--- config.mk ---
export PLATFORM = sky130hd
export DESIGN_NAME = barrett_precompute_32b_flat
export DESIGN_NICKNAME = d
export VERILOG_FILES = /design/src/rtl/barrett_pkg.sv /design/src/rtl/barrett_precompute_32b_if.sv /design/src/rtl/msb_index_32b.sv /design/src/rtl/barrett_precompute_32b.sv /design/src/flat_wrapper.sv
export SDC_FILE = /design/constraint.sdc
export NUM_CORES = 1
export LEC_CHECK = 0
export ABC_AREA = 1
export ABC_CLOCK_PERIOD_IN_PS = 10600
export CORE_UTILIZATION = 45
export CTS_CLUSTER_DIAMETER = 60
export CTS_CLUSTER_SIZE = 14
export DETAILED_ROUTE_END_ITERATION = 6
export PLACE_DENSITY = 0.65
export SLEW_MARGIN = 20
export SYNTH_ARGS = -nofsm -noshare
export SYNTH_HDL_FRONTEND = slang
export SYNTH_SLANG_ARGS = --single-unit
--- constraint.sdc ---
create_clock -name iClk -period 10.6 [get_ports iClk]
set_input_delay 1.59 -clock iClk [delete_from_list [all_inputs] [get_ports iClk]]
set_output_delay 1.59 -clock iClk [all_outputs]
set_load 0.02 [all_outputs]
--- src/rtl/barrett_pkg.sv ---
// Shared types and widths for the Barrett constant precompute unit.
package barrett_pkg;

  localparam int MOD_W = 32;
  localparam int K_W   = 6;
  localparam int U_W   = 64;
  localparam int CNT_W = 7;

  typedef enum logic [1:0] {
    IDLE = 2'd0,
    NORM = 2'd1,
    DIV  = 2'd2,
    DONE = 2'd3
  } state_t;

endpackage

--- src/rtl/barrett_precompute_32b_if.sv ---
// Start/result bundle between the precompute unit and its requester.
interface barrett_precompute_32b_if;
  import barrett_pkg::*;

  logic             iStart;
  logic [MOD_W-1:0] iMod;
  logic [K_W-1:0]   oK;
  logic [U_W-1:0]   oU;
  logic             oBusy;
  logic             oDone;
  logic             oErr;

  modport master (
    output iStart, iMod,
    input  oK, oU, oBusy, oDone, oErr
  );

  modport slave (
    input  iStart, iMod,
    output oK, oU, oBusy, oDone, oErr
  );
endinterface

--- src/rtl/msb_index_32b.sv ---
// Combinational leading-one detector: index of the highest set bit.
module msb_index_32b
  import barrett_pkg::*;
(
  input  logic [MOD_W-1:0] value,
  output logic [K_W-1:0]   index,
  output logic             zero
);

  // Scan upward so the last (highest) set bit wins.
  always_comb begin
    // NOTE: default assignment first so no path leaves index unassigned (no latch).
    index = '0;
    for (int i = 0; i < MOD_W; i++) begin
      if (value[i]) index = K_W'(i);
    end
    zero = (value == '0);
  end

endmodule

--- src/rtl/barrett_precompute_32b.sv ---
// Derives K = bitlen(mod) and U = floor(2^(2K)/mod) by restoring division.
// The numerator's leading 1 (bit 2K) is consumed in NORM, where the
// remainder is known to be zero, so DIV only walks bits 2K-1 down to 0.
module barrett_precompute_32b
  import barrett_pkg::*;
(
  input  logic                    iClk,
  input  logic                    iRstN,
  input  logic                    iEn,
  input  logic                    iClr,
  barrett_precompute_32b_if.slave bus
);

  state_t           state;
  logic [MOD_W-1:0] mod_q;
  logic [K_W-1:0]   k_q;
  logic [CNT_W-1:0] cnt;
  logic [MOD_W:0]   rem;
  logic [U_W-1:0]   quo;

  logic [K_W-1:0]   msb_idx;
  logic             mod_zero;
  logic [K_W-1:0]   k_norm;

  logic             step_bit;
  logic [MOD_W:0]   step_rem;
  logic [U_W-1:0]   step_quo;
  logic [MOD_W:0]   trial;
  logic             fits;
  logic [MOD_W:0]   rem_nxt;
  logic [U_W-1:0]   quo_nxt;

  msb_index_32b u_msb (
    .value (mod_q),
    .index (msb_idx),
    .zero  (mod_zero)
  );

  assign k_norm = msb_idx + K_W'(1);

  // One restoring-division step; in NORM it starts from r=0, q=0, bit=1.
  always_comb begin
    step_bit = (state == NORM) ? 1'b1 : (cnt == {k_q, 1'b0});
    step_rem = (state == NORM) ? '0 : rem;
    step_quo = (state == NORM) ? '0 : quo;
    trial    = {step_rem[MOD_W-1:0], step_bit};
    fits     = (trial >= {1'b0, mod_q});
    rem_nxt  = fits ? (trial - {1'b0, mod_q}) : trial;
    quo_nxt  = {step_quo[U_W-2:0], fits};
  end

  assign bus.oBusy = (state != IDLE);
  assign bus.oDone = (state == DONE);

  // FSM, datapath and result registers; clear beats enable, enable gates all.
  always_ff @(posedge iClk) begin
    if (!iRstN || iClr) begin
      // NOTE: non-blocking assignments keep every register sampling pre-edge values.
      state  <= IDLE;
      mod_q  <= '0;
      k_q    <= '0;
      cnt    <= '0;
      rem    <= '0;
      quo    <= '0;
      bus.oK   <= '0;
      bus.oU   <= '0;
      bus.oErr <= 1'b0;
    end else if (iEn) begin
      case (state)
        IDLE: begin
          if (bus.iStart) begin
            mod_q <= bus.iMod;
            state <= NORM;
          end
        end
        NORM: begin
          if (mod_zero) begin
            bus.oK   <= '0;
            bus.oU   <= '0;
            bus.oErr <= 1'b1;
            state    <= DONE;
          end else begin
            k_q   <= k_norm;
            cnt   <= {k_norm, 1'b0} - CNT_W'(1);
            rem   <= rem_nxt;
            quo   <= quo_nxt;
            state <= DIV;
          end
        end
        DIV: begin
          rem <= rem_nxt;
          quo <= quo_nxt;
          if (cnt == '0) begin
            bus.oK   <= k_q;
            bus.oU   <= quo_nxt;
            bus.oErr <= 1'b0;
            state    <= DONE;
          end else begin
            cnt <= cnt - CNT_W'(1);
          end
        end
        default: state <= IDLE;
      endcase
    end
  end

endmodule
--- src/flat_wrapper.sv ---
// flat-port wrapper written by rule: the top's interface ports become plain ports
module barrett_precompute_32b_flat import barrett_pkg::*;
  (iClk, iRstN, iEn, iClr, bus_iStart, bus_iMod, bus_oK, bus_oU, bus_oBusy, bus_oDone, bus_oErr);
  barrett_precompute_32b_if bus_i ();
  input  logic iClk;
  input  logic iRstN;
  input  logic iEn;
  input  logic iClr;
  input wire logic [$bits(bus_i.iStart)-1:0] bus_iStart;
  input wire logic [$bits(bus_i.iMod)-1:0] bus_iMod;
  output wire logic [$bits(bus_i.oK)-1:0] bus_oK;
  output wire logic [$bits(bus_i.oU)-1:0] bus_oU;
  output wire logic [$bits(bus_i.oBusy)-1:0] bus_oBusy;
  output wire logic [$bits(bus_i.oDone)-1:0] bus_oDone;
  output wire logic [$bits(bus_i.oErr)-1:0] bus_oErr;
  assign bus_i.iStart = bus_iStart;
  assign bus_i.iMod = bus_iMod;
  assign bus_oK = bus_i.oK;
  assign bus_oU = bus_i.oU;
  assign bus_oBusy = bus_i.oBusy;
  assign bus_oDone = bus_i.oDone;
  assign bus_oErr = bus_i.oErr;
  barrett_precompute_32b u_core (.iClk(iClk), .iRstN(iRstN), .iEn(iEn), .iClr(iClr), .bus(bus_i));
endmodule
Yosys cells after proc, flatten, opt, wreduce, memory -nomap -nowiden
Index checks and enable logic that the tools add are counted.
{"block": "word_totals", "ff_bits": 213, "inputBits": 37, "elab_cells": 92}
{"block": "classes", "n_lt_le_gt_ge": 1, "addsub": 4, "eq_ne": 9, "bitwise": 1, "reduce_logical": 13, "mux": 55}
{"operator": "6-bit two-way mux", "n": 32}
{"operator": "64-bit two-way mux", "n": 2}
{"operator": "64-bit case mux with 2 select lines", "n": 1}
{"operator": "63-bit two-way mux", "n": 2}
{"operator": "63-bit case mux with 2 select lines", "n": 1}
{"operator": "32-bit two-way mux", "n": 3}
{"operator": "32-bit case mux with 2 select lines", "n": 1}
{"operator": "33-bit by 32-bit >= comparator with 1-bit output", "n": 1}
{"operator": "32-bit logical NOT", "n": 1}
{"operator": "32-bit subtractor", "n": 1}
{"operator": "7-bit two-way mux", "n": 2}
{"operator": "7-bit case mux with 2 select lines", "n": 1}
{"operator": "7-bit by 1-bit subtractor with 7-bit output (second input constant)", "n": 2}
{"operator": "6-bit case mux with 2 select lines", "n": 1}
{"operator": "3-bit AND reduction", "n": 4}
{"operator": "4-bit AND reduction", "n": 2}
{"operator": "7-bit equality test", "n": 1}
{"operator": "7-bit logical NOT", "n": 1}
{"operator": "6-bit by 1-bit adder with 6-bit output (second input constant)", "n": 1}
{"operator": "2-bit inequality test (second input constant)", "n": 3}
{"operator": "2-bit case mux with 3 select lines", "n": 1}
{"operator": "1-bit two-way mux", "n": 5}
{"operator": "2-bit equality test (second input constant)", "n": 2}
{"operator": "2-bit two-way mux", "n": 2}
{"operator": "other kinds (8)", "n": 10}

Longest topological paths before layout
Gate-level depths: netlist of the first run.
{"block": "depth", "word_depth": 35, "mapped_depth": 41, "depth_no_buf": 41}

Cells and area by module
Synthesis of the first run repeated with hierarchy kept, for this count alone.
{"block": "unflattened", "cells_unflattened": 1833, "area_unflattened_um2": 11753.8}
{"mod": "barrett_precompute_32b", "cells_per_inst": 1725, "n_inst": 1, "area_each_um2": 11327.1, "seq_area_each_um2": 4264.1}
{"mod": "msb_index_32b", "cells_per_inst": 108, "n_inst": 1, "area_each_um2": 426.7, "seq_area_each_um2": 0.0}

Least setup slack after synthesis of the first run
OpenSTA, ideal clock, no wires.
{"block": "synth_timing", "kind": "reg-to-reg", "from": "register u_core.state[1]", "to": "register u_core.rem[30]", "stages_incl_launch_ff": 27, "required_ps": 10469, "arrival_time_ps": 3663, "slack_ps": 6807, "setup_ps": 131, "path_cell_list": "dfxtp_1 inv_1 ha_1 clkbuf_1 clkbuf_1 nor2_1 ha_1 fa_1 o21ai_2 nand3_1 nand2_2 nand3_2 nand2_2 inv_2 o21ai_2 nand2_1 o211ai_2 nand2_2 nand2_2 a21oi_2 o21ai_4 a21boi_2 o31ai_4 xnor2_1 a21oi_1 o21ai_1 a21oi_2"}
{"block": "synth_between", "elab_chain_cells": 6, "word_cells_on_any_way": 12}
{"item": "start, declared", "line_no": "barrett_precompute_32b.sv:14", "source": "state_t state;"}
{"item": "start signal, assigned", "line_no": "barrett_precompute_32b.sv:59", "source": "state <= IDLE;"}
{"item": "start signal, assigned", "line_no": "barrett_precompute_32b.sv:73", "source": "state <= NORM;"}
{"item": "start signal, assigned", "line_no": "barrett_precompute_32b.sv:81", "source": "state <= DONE;"}
{"item": "2-bit by 1-bit equality test with 1-bit output", "line_no": "barrett_precompute_32b.sv:43, barrett_precompute_32b.sv:44, barrett_precompute_32b.sv:69"}
{"item": "1-bit two-way mux / 32-bit two-way mux (equally long branches)", "line_no": "barrett_precompute_32b.sv:43, barrett_precompute_32b.sv:44"}
{"item": "32-bit subtractor / 33-bit by 32-bit >= comparator with 1-bit output (equally long branches)", "line_no": "barrett_precompute_32b.sv:48, barrett_precompute_32b.sv:47"}
{"item": "32-bit two-way mux", "line_no": "barrett_precompute_32b.sv:48", "source": "rem_nxt = fits ? (trial - {1'b0, mod_q}) : trial;"}
{"item": "32-bit two-way mux", "line_no": "barrett_precompute_32b.sv:77", "source": "if (mod_zero) begin"}
{"item": "32-bit case mux with 2 select lines", "line_no": "barrett_precompute_32b.sv:69", "source": "case (state)"}
{"item": "end signal, assigned", "line_no": "barrett_precompute_32b.sv:85", "source": "rem <= rem_nxt;"}
{"item": "end signal, assigned", "line_no": "barrett_precompute_32b.sv:91", "source": "rem <= rem_nxt;"}
{"item": "end, declared", "line_no": "barrett_precompute_32b.sv:18", "source": "logic [MOD_W:0] rem;"}
Parallel ways exist; a longest one is shown, timed or not. The select of a mux whose other input is x is not followed.
A chain may end at the register's enable or synchronous reset.

Worst setup path in the final report of the first run
{"block": "layout_timing", "from": "register u_core.state[1]", "to": "register u_core.rem[16]"}
The elaborated chain is that of the path after synthesis.

==> metrics list, run 1 <==
- Data required time of the critical path: approximately 11 ns
- Pwr/cell area: 147 mW/mm^2
- Setup repair after global routing left no endpoint under its margin.
- Most frequent cells in the layout: nand2_1 (273), a21oi_1 (238), dfxtp_1 (213)
- Crit start category: register
* Post-CTS Setup Repair Bufs: 0
- After detailed placement, the design holds a cell count of ~1.8k.
* TritonCTS buffer count: 21
- Share of layout cells above drive strength 1: 6.08%
- Pin placement for this block handled between 100 and 150 I/O pins.
* Slowest cell on the critical path: ha_2
- CTS clock-pin slew for the worst setup and hold paths: around 0.06 ns
- The initial antenna violation count was 0.
* Initial core utilization: a little under half
- Routability-driven placement finished with a final weighted congestion of roughly 0.9.
- For this run, the leading register cell type out of synthesis is dfxtp_1.
* Insertion delay of the later-clocked pin in the worst-skew pair: roughly 0.50 ns
* Number of hold violations in the final report: 0
- Aggregate global-route resource usage: approximately a fifth
- Entering global routing, the biggest net connects 120 pins.
* Share of synthesized registers carrying an async set or reset: 0%
- Syn. warnings: 0
- Proportion of synthesized chip area in sequential cells: between 40% and 50%
* Vias in the first global route: ~8.6k
- Post-route fraction of the period consumed by the critical path: 44.7%
- The final layout contains routed wiring with a total length of 24,500 um.
* Antenna diode count: 0
* Cts-stage hold buffer count: 0
- IO buf count: roughly 110
* Clock tree from TritonCTS: done
* Most common library cell in the layout ignoring fill and taps: nand2_1
- In this run the worst hold path is classified as reg -> reg.
- Dominant cell type by area after synthesis: dfxtp_1
- The synthesized design contains ~210 register bits.
- In this run the number of H-tree levels came out at 1.
- Die extent in y: approximately 160 um
- For the final routed database, the setup TNS stands at 0 ns.
* Fin nets: 1,617
- Via total after detailed routing: roughly 9.4k
- In the final routed layout, each cell accounts on average for 13.2 um.
* Number of cells produced by synthesis: between 1k and 1.5k
- Yosys cell types: 46
* Mean post-synth cell area: a little over 7 sq um
* Largest stage delay, worst path: about 0.73 ns
- X dimension of the die: 155 um
- Max-cap violations in this run came to 0.
* Area Overhead vs Synth: 17.5%
- The first global-routing pass estimated 41,200 um of wire.
- The mapped netlist covers roughly 0.011 sq mm.
* Root Buffer Master: clkbuf_16
- Critical setup path kind: reg -> reg
- Drt pass-1 iters: 5
* Startpoint of the lowest-slack register-to-register path: u_core.state[1]
- The critical path goes through inv_1 > ha_2 > nor2_1 > ha_1 > a21oi_2 > nand2_2 > a21oi_4 > o21bai_2 > a21oi_4 > o21ai_4 > a21boi_4 > o21ai_2 > nand3_1 > nand2_1 > a31oi_1 > or2_1 > nand2_2 > inv_2 > nand2_1 > o211ai_2 > o211ai_1 > inv_2.
- Fill cell count: roughly 2.3k
- Counting flops with a built-in enable in the synthesized netlist gives 0.
* Clock buffer depth: 3
- Final clock skew: around 0.015 ns
- Full die area: between 0.02 and 0.025 sq mm
- After detailed routing, the number of remaining DRC violations is 0.
- For this block, the initial DRC count from the detailed router was approximately 500.
- The number of slew-limit violations in the final report came to 0.
- Largest fanout on the critical path: 45
- In this run the static leakage power is around 4.9 nW.
- Worst Setup End Kind: register
- Hold is met by 0.452 ns.
* Num rows: between 50 and 60
* Synthesized net count: about 1.6k
- Total clock sinks: 213
* Worst supply voltage drop on vdd: about 0.00011 V
- Post-layout min period: approximately 4.7 ns
- The synthesized design devotes to its leading area cell type 40.5% of total area.
- Highest attainable clock frequency: between 200 and 250 MHz
- The most critical setup path has its startpoint at u_core.state[1].
* Normalized max-slew margin: 33.1%
- Data on the critical path arrives at its endpoint at between 5 and 6 ns.
- Setup violations remaining at the end of the flow were counted as 0.
* Finished Layout Cells: 1,858
- Post_cts resized: 0
- Summed over all nets, the half-perimeter wirelength after detailed placement is between 15,000 and 20,000 um.
- Biggest area contributors in the synthesized netlist: dfxtp_1 (40%), a21oi_1 (11%), nand2_1 (9.7%), inv_1 (6.3%), o21ai_0 (5.7%)
- Start point of the worst hold path: u_core.quo[42]
- The flow ran to the end, and the final reports show no timing, DRC or antenna violations.
* Slew at the pin closest to its max-slew limit: between 1 and 1.5 ns
* Gr ovfl total: 0
- The count of nets left with antenna violations once routing finished came out at 0.
- The core region is 0.0228 sq mm.
- Using the TritonRoute via totals, the vias-per-cell ratio works out to just over 5.
-- metrics by stage --
step           power (mW)  setup slack, ns  util (%)  area (sq um)
3_3_place_gp         1.15             6.08      51.7         11800
2_1_floorplan        1.09             6.81         -         10500
4_1_cts              1.83             5.88      54.3         12400
3_5_place_dp         1.15             5.92      51.7         11800
6_report             1.81             5.87      54.3         12400
5_1_grt              1.90             5.49      54.3         12400
-- synthesized netlist by cell type (5+ instances only) --
cell,instances
nand3_1,32
nand2_1,273
nand4_1,5
dfxtp_1,213
o211ai_2,7
o211ai_1,9
o21ai_1,39
nor2_1,128
buf_1,5
inv_2,15
ha_1,39
nor3_1,7
o21ai_0,120
nand2_2,7
xor2_1,14
o21ai_2,7
clkbuf_1,69
xnor2_1,21
a21oi_1,238
nor4_1,12
inv_1,177
-- critical path, delay by kind of cell, from the launching register on --
kind | cells | cell delay [ns]
and+or+nand+nor | 7 | 1.00
DFF | 1 | 0.33
buffers and inverters | 3 | 0.85
adders and majority gates | 2 | 1.12
AOI/OAI and AO/OA | 10 | 1.34
-- path summary, 6_finish.rpt --
path / depth (start not counted) / end / slack, ns
setup / recovery: 22 / u_core.rem[16] / 5.87
setup reg to reg: 22 / u_core.rem[16] / 5.87
hold reg to reg: 2 / u_core.quo[42] / 0.45
hold / removal: 2 / u_core.quo[42] / 0.45
-- where the power goes --
group	switching, mW	internal [mW]
sequential	0.00569	0.813
clock	0.314	0.361
combinational	0.209	0.111
total	0.528	1.29
-- layer usage --
metal | up-vias | share of wire (%) | GRT usage (%)
met5 | - | 0 | 0
met4 | 0 | 1.5 | 4.67
met3 | 29 | 3.7 | 2.51
met2 | 158 | 47 | 35.3
met1 | 4229 | 48 | 27.2
li1 | 4944 | - | -
-- layout make-up --
| cell class | instances | area, sq um | share of cell area, % |
|---|---|---|---|
| clock buffers | 21 | 526 | 4.25 |
| well taps | 313 | 392 | 3.16 |
| repair buffers | 117 | 1150 | 9.30 |
| multi-input cells | 993 | 5260 | 42.5 |
| flip-flops and latches | 213 | 4260 | 34.5 |
| clock inverters | 7 | 61.3 | 0.495 |
| inverters | 194 | 728 | 5.88 |
-- registers in the layout, indices dropped and copies added (netlist names) --
name,count
u_core.k_q,6
u_core.mod_q,32
u_core.bus.oErr,1
u_core.state,2
u_core.cnt,7
u_core.bus.oK,6
u_core.bus.oU,64
u_core.quo,63
u_core.rem,32
-- cells by family after synthesis --
| kind of cell | Yosys count | synth area share (%) |
|---|---|---|
| buffers and inverters | 275 | 9.99 |
| AND/OR/NAND/NOR | 469 | 17.9 |
| XOR/XNOR | 35 | 2.91 |
| adder cells (fa/ha/maj) | 40 | 4.82 |
| AO/OA/AOI/OAI | 449 | 23.9 |
| flip-flops | 213 | 40.5 |
Power figures use the tool's default switching activity.
==> run 2, diff against run 1 <==
ABC_CLOCK_PERIOD_IN_PS = 4900   (was 10600)
clock period = 4.9 ns   (was 10.6 ns; I/O delays follow)
==> run 2 against run 1 <==
Sequential cell count did not move. Sequential share of layout area shrank 0.19 points. Register-to-register slack worse by 5.2 ns. Clock-buffer cell count is 3 higher. Hold slack is essentially flat.
==> metrics list, run 2 (same netlist as run 1, synthesis figures left out) <==
- The highest clock frequency the design can meet came to 234 MHz (+11%).
- The layout cell share with drive strength beyond 1 came to 6.38% (+0.29 points).
- The number of core rows was 55 (unchanged).
- The clock skew is 0.0161 ns (+0.000720 ns).
- The critical path required time came to 5.25 ns (-5.79 ns).
* Sequential cell fraction of total power: 44.2% (-0.9 points)
* Buffering stage count on the worst path with inverters included: 2 (-1)
- Number of antenna violations at the first check in global routing: 0 (unchanged)
* Top reg by flops: u_core.bus.oU
- The most critical setup path has its startpoint at u_core.cnt[4].
- Post_cts resized: 0 (unchanged)
- The delay of the slowest cell on the worst path came to 0.61 ns (-0.12 ns).
- The fraction of power consumed by the clock network is 38.2% (+1.0 points).
* Pwr/cell area: 322 mW/mm^2 (+120%)
- Die extent in y: 155 um (unchanged)
* Setup-violating endpoint count in the final report: 0 (unchanged)
- The total vias in the final route was 9,422 (+0.66%).
- In this run the worst hold path is classified as reg -> reg.
- Normalized max-slew margin: 35.7% (+2.5 points)
- Post-CTS Setup Repair Bufs: 0 (unchanged)
* Power Internal: 2.86 mW (+120%)
* Clock buffer depth: 3 (unchanged)
- Worst supply voltage drop on vdd: 0.000307 V (+180%)
* Area Overhead vs Synth: 18.1%
* Start point of the worst hold path: u_core.quo[48]
* Deepest level of the CTS H-tree: 1 (unchanged)
* Routed wire length: 24,700 um (+0.94%)
- The net switching power of the design was 1.15 mW (+120%).
* WP data arrival: 4.62 ns (-0.55 ns)
- The post-route clock period utilization is 87.2% (+43 points).
- The final net count was 1,620 (+0.19%).
* Worst Setup End Kind: register
- The worst setup path is launched from a register.
* Reported leakage power: 4.91 nW (+0.77%)
- The starting utilization of the core area is 46.3% (unchanged).
- Peak-usage layer in the global routing report: met2
* Max_cap viols: 0 (unchanged)
* Slowest cell on the critical path: a2111oi_0
- Count of final max-slew check failures: 0 (unchanged)
- Met3 Usage GRT: 2.53% (+0.028 points)
- Flip-flop count of the largest register after layout: 64 (unchanged)
- Post-layout total power: 4.01 mW (+120%)
- Share of total power in combinational logic: 17.7% (about the same)
- By startpoint and endpoint, the worst setup path is classified as reg -> reg.
- Slew at the pin closest to its max-slew limit: 0.964 ns (-0.0394 ns)
* Fraction of power spent switching nets: 28.7% (-0.46 points)
- I/O pin count: 110 (unchanged)
- WL/cell: 13.2 um (+0.56%)
- Most common cell on crit path: nand2_2
- Post-layout min period: 4.27 ns (-0.459 ns)
* Clock tree from TritonCTS: done
- Post-detailed-route count of antenna-violating nets: 0 (unchanged)
* Unrepaired setup endpoints after global routing: no
- Wire length of the first global-routing pass: 42,200 um (+2.5%)
- Startpoint of the lowest-slack register-to-register path: u_core.cnt[4]
- Insertion delay of the later-clocked pin in the worst-skew pair: 0.50 ns (about the same)
- Antenna diode count: 0 (unchanged)
* Number of hold violations in the final report: 0 (unchanged)
* Drt pass-1 iters: 4 (-1)
- X dimension of the die: 155 um (unchanged)
* IO buf count: 109 (unchanged)
- Most frequent cells in the layout: nand2_1 (273), a21oi_1 (238), dfxtp_1 (213)
- The sum of negative setup slack was 0 ns (unchanged).
* Vias in the first global route: 8,823 (+2.3%)
- Met2 demand-to-capacity share in global routing: 36.8% (+1.5 points)
- The clock edge transition at the registers on the reported setup and hold paths is 0.07 ns (about the same).
- The post-detailed-placement half-perimeter wirelength was 16,900 um (+2.2%).
- Vias per Instance: 5.05 (+0.28%)
- Full die area: 0.0240 sq mm (unchanged)
* Total clock sinks: 213 (unchanged)
- The library cell used most frequently in the layout, excluding fill and tap cells, is nand2_1.
- Largest fanout on the critical path: 6 (-87%)
- Largest delay contributor family on the critical path: compound AO/OA/AOI/OAI gates
- TritonCTS buffer count: 21 (unchanged)
- Maximum number of pins on one net before global-route repair: 101 (-16%)
- In the final layout, the registers with the most flip-flops are u_core.bus.oU: 64 flops, u_core.quo: 63 flops.
- The placer congestion estimate is 0.856 (-2.3%).
- Cts-stage hold buffer count: 0 (unchanged)
- DR DRC count: 0 (unchanged)
- Core footprint: 0.0228 sq mm (unchanged)
* Aggregate global-route resource usage: 21.1% (+0.61 points)
- Met1 usage in global routing: 27.8% (+0.57 points)
- Detailed router's first-iteration violation count: 444 (-13%)
* Gr ovfl total: 0 (unchanged)
- Root Buffer Master: clkbuf_16
- The run finished with clean final reports.
-- run 2: cell types whose count changed in the layout (fill, tap and decap cells not counted) --
| cell | previous run | this run |
|---|---|---|
| bufinv_16 | 0 | 1 |
| inv_2 | 16 | 15 |
| clkbuf_1 | 0 | 2 |
| buf_4 | 8 | 11 |
| inv_8 | 2 | 0 |
| clkinv_2 | 1 | 2 |
| clkbuf_8 | 0 | 1 |
| inv_6 | 1 | 3 |
| clkinv_4 | 2 | 1 |
| inv_4 | 0 | 1 |
-- run 2: final timing paths --
path / slack, ns / depth (start not counted) / endpoint
max: 0.63 / 26 / u_core.rem[30]
min: 0.45 / 2 / u_core.quo[48]
max reg2reg: 0.63 / 26 / u_core.rem[30]
min reg2reg: 0.45 / 2 / u_core.quo[48]
-- run 2: per-stage QoR --
| step | utilization (%) | instance area [sq um] | instances | hold WS (ns) | worst slack, ns |
|---|---|---|---|---|---|
| final | 54.6 | 12400 | 1865 | 0.452 | 0.626 |
| after global placement | 51.8 | 11800 | 1833 | 0.438 | 0.718 |
| after global routing | 54.6 | 12400 | 1865 | 0.467 | 0.222 |
| after detailed placement | 51.8 | 11800 | 1833 | 0.444 | 0.655 |
| after floorplan | - | 10500 | 1481 | 0.430 | 1.11 |
| after CTS | 54.6 | 12400 | 1865 | 0.454 | 0.677 |
-- run 2: per-layer routing --
layer  up-vias  wire length [um]  share of wire (%)
li1       4942                 -                  -
met1      4308             11700                 47
met2       146             11600                 47
met3        26               913                3.7
met4         0               462                1.9
met5         -                 0                  0
-- run 2: layout make-up --
cell class	count	area, sq um
fill	2271	10300
timing repair buffer	120	1170
clock buffer	24	547
inverter	194	731
clock inverter	8	82.6
sequential	213	4260
multi-input combinational	993	5260
tap	313	392
-- run 2: power by group through the flow --
stage          combinational, mW  sequential [mW]  clock, mW
2_1_floorplan              0.553             1.81          0
3_3_place_gp               0.696             1.81          0
3_5_place_dp               0.701             1.81          0
4_1_cts                    0.707             1.77       1.57
5_1_grt                    0.794             1.77       1.64
6_report                   0.707             1.77       1.53
-- run 2: worst min-delay path, cell delays in order, from the launching register on --
cell and delay, ns:
dfxtp_1 0.30, inv_1 0.05, a21oi_1 0.05
==> run 3, diff against run 2 <==
SKIP_CTS_REPAIR_TIMING = 1   (was unset)
==> results of run 3 <==
Same layout as run 2: the final DEF is identical, and so are final timing and power.
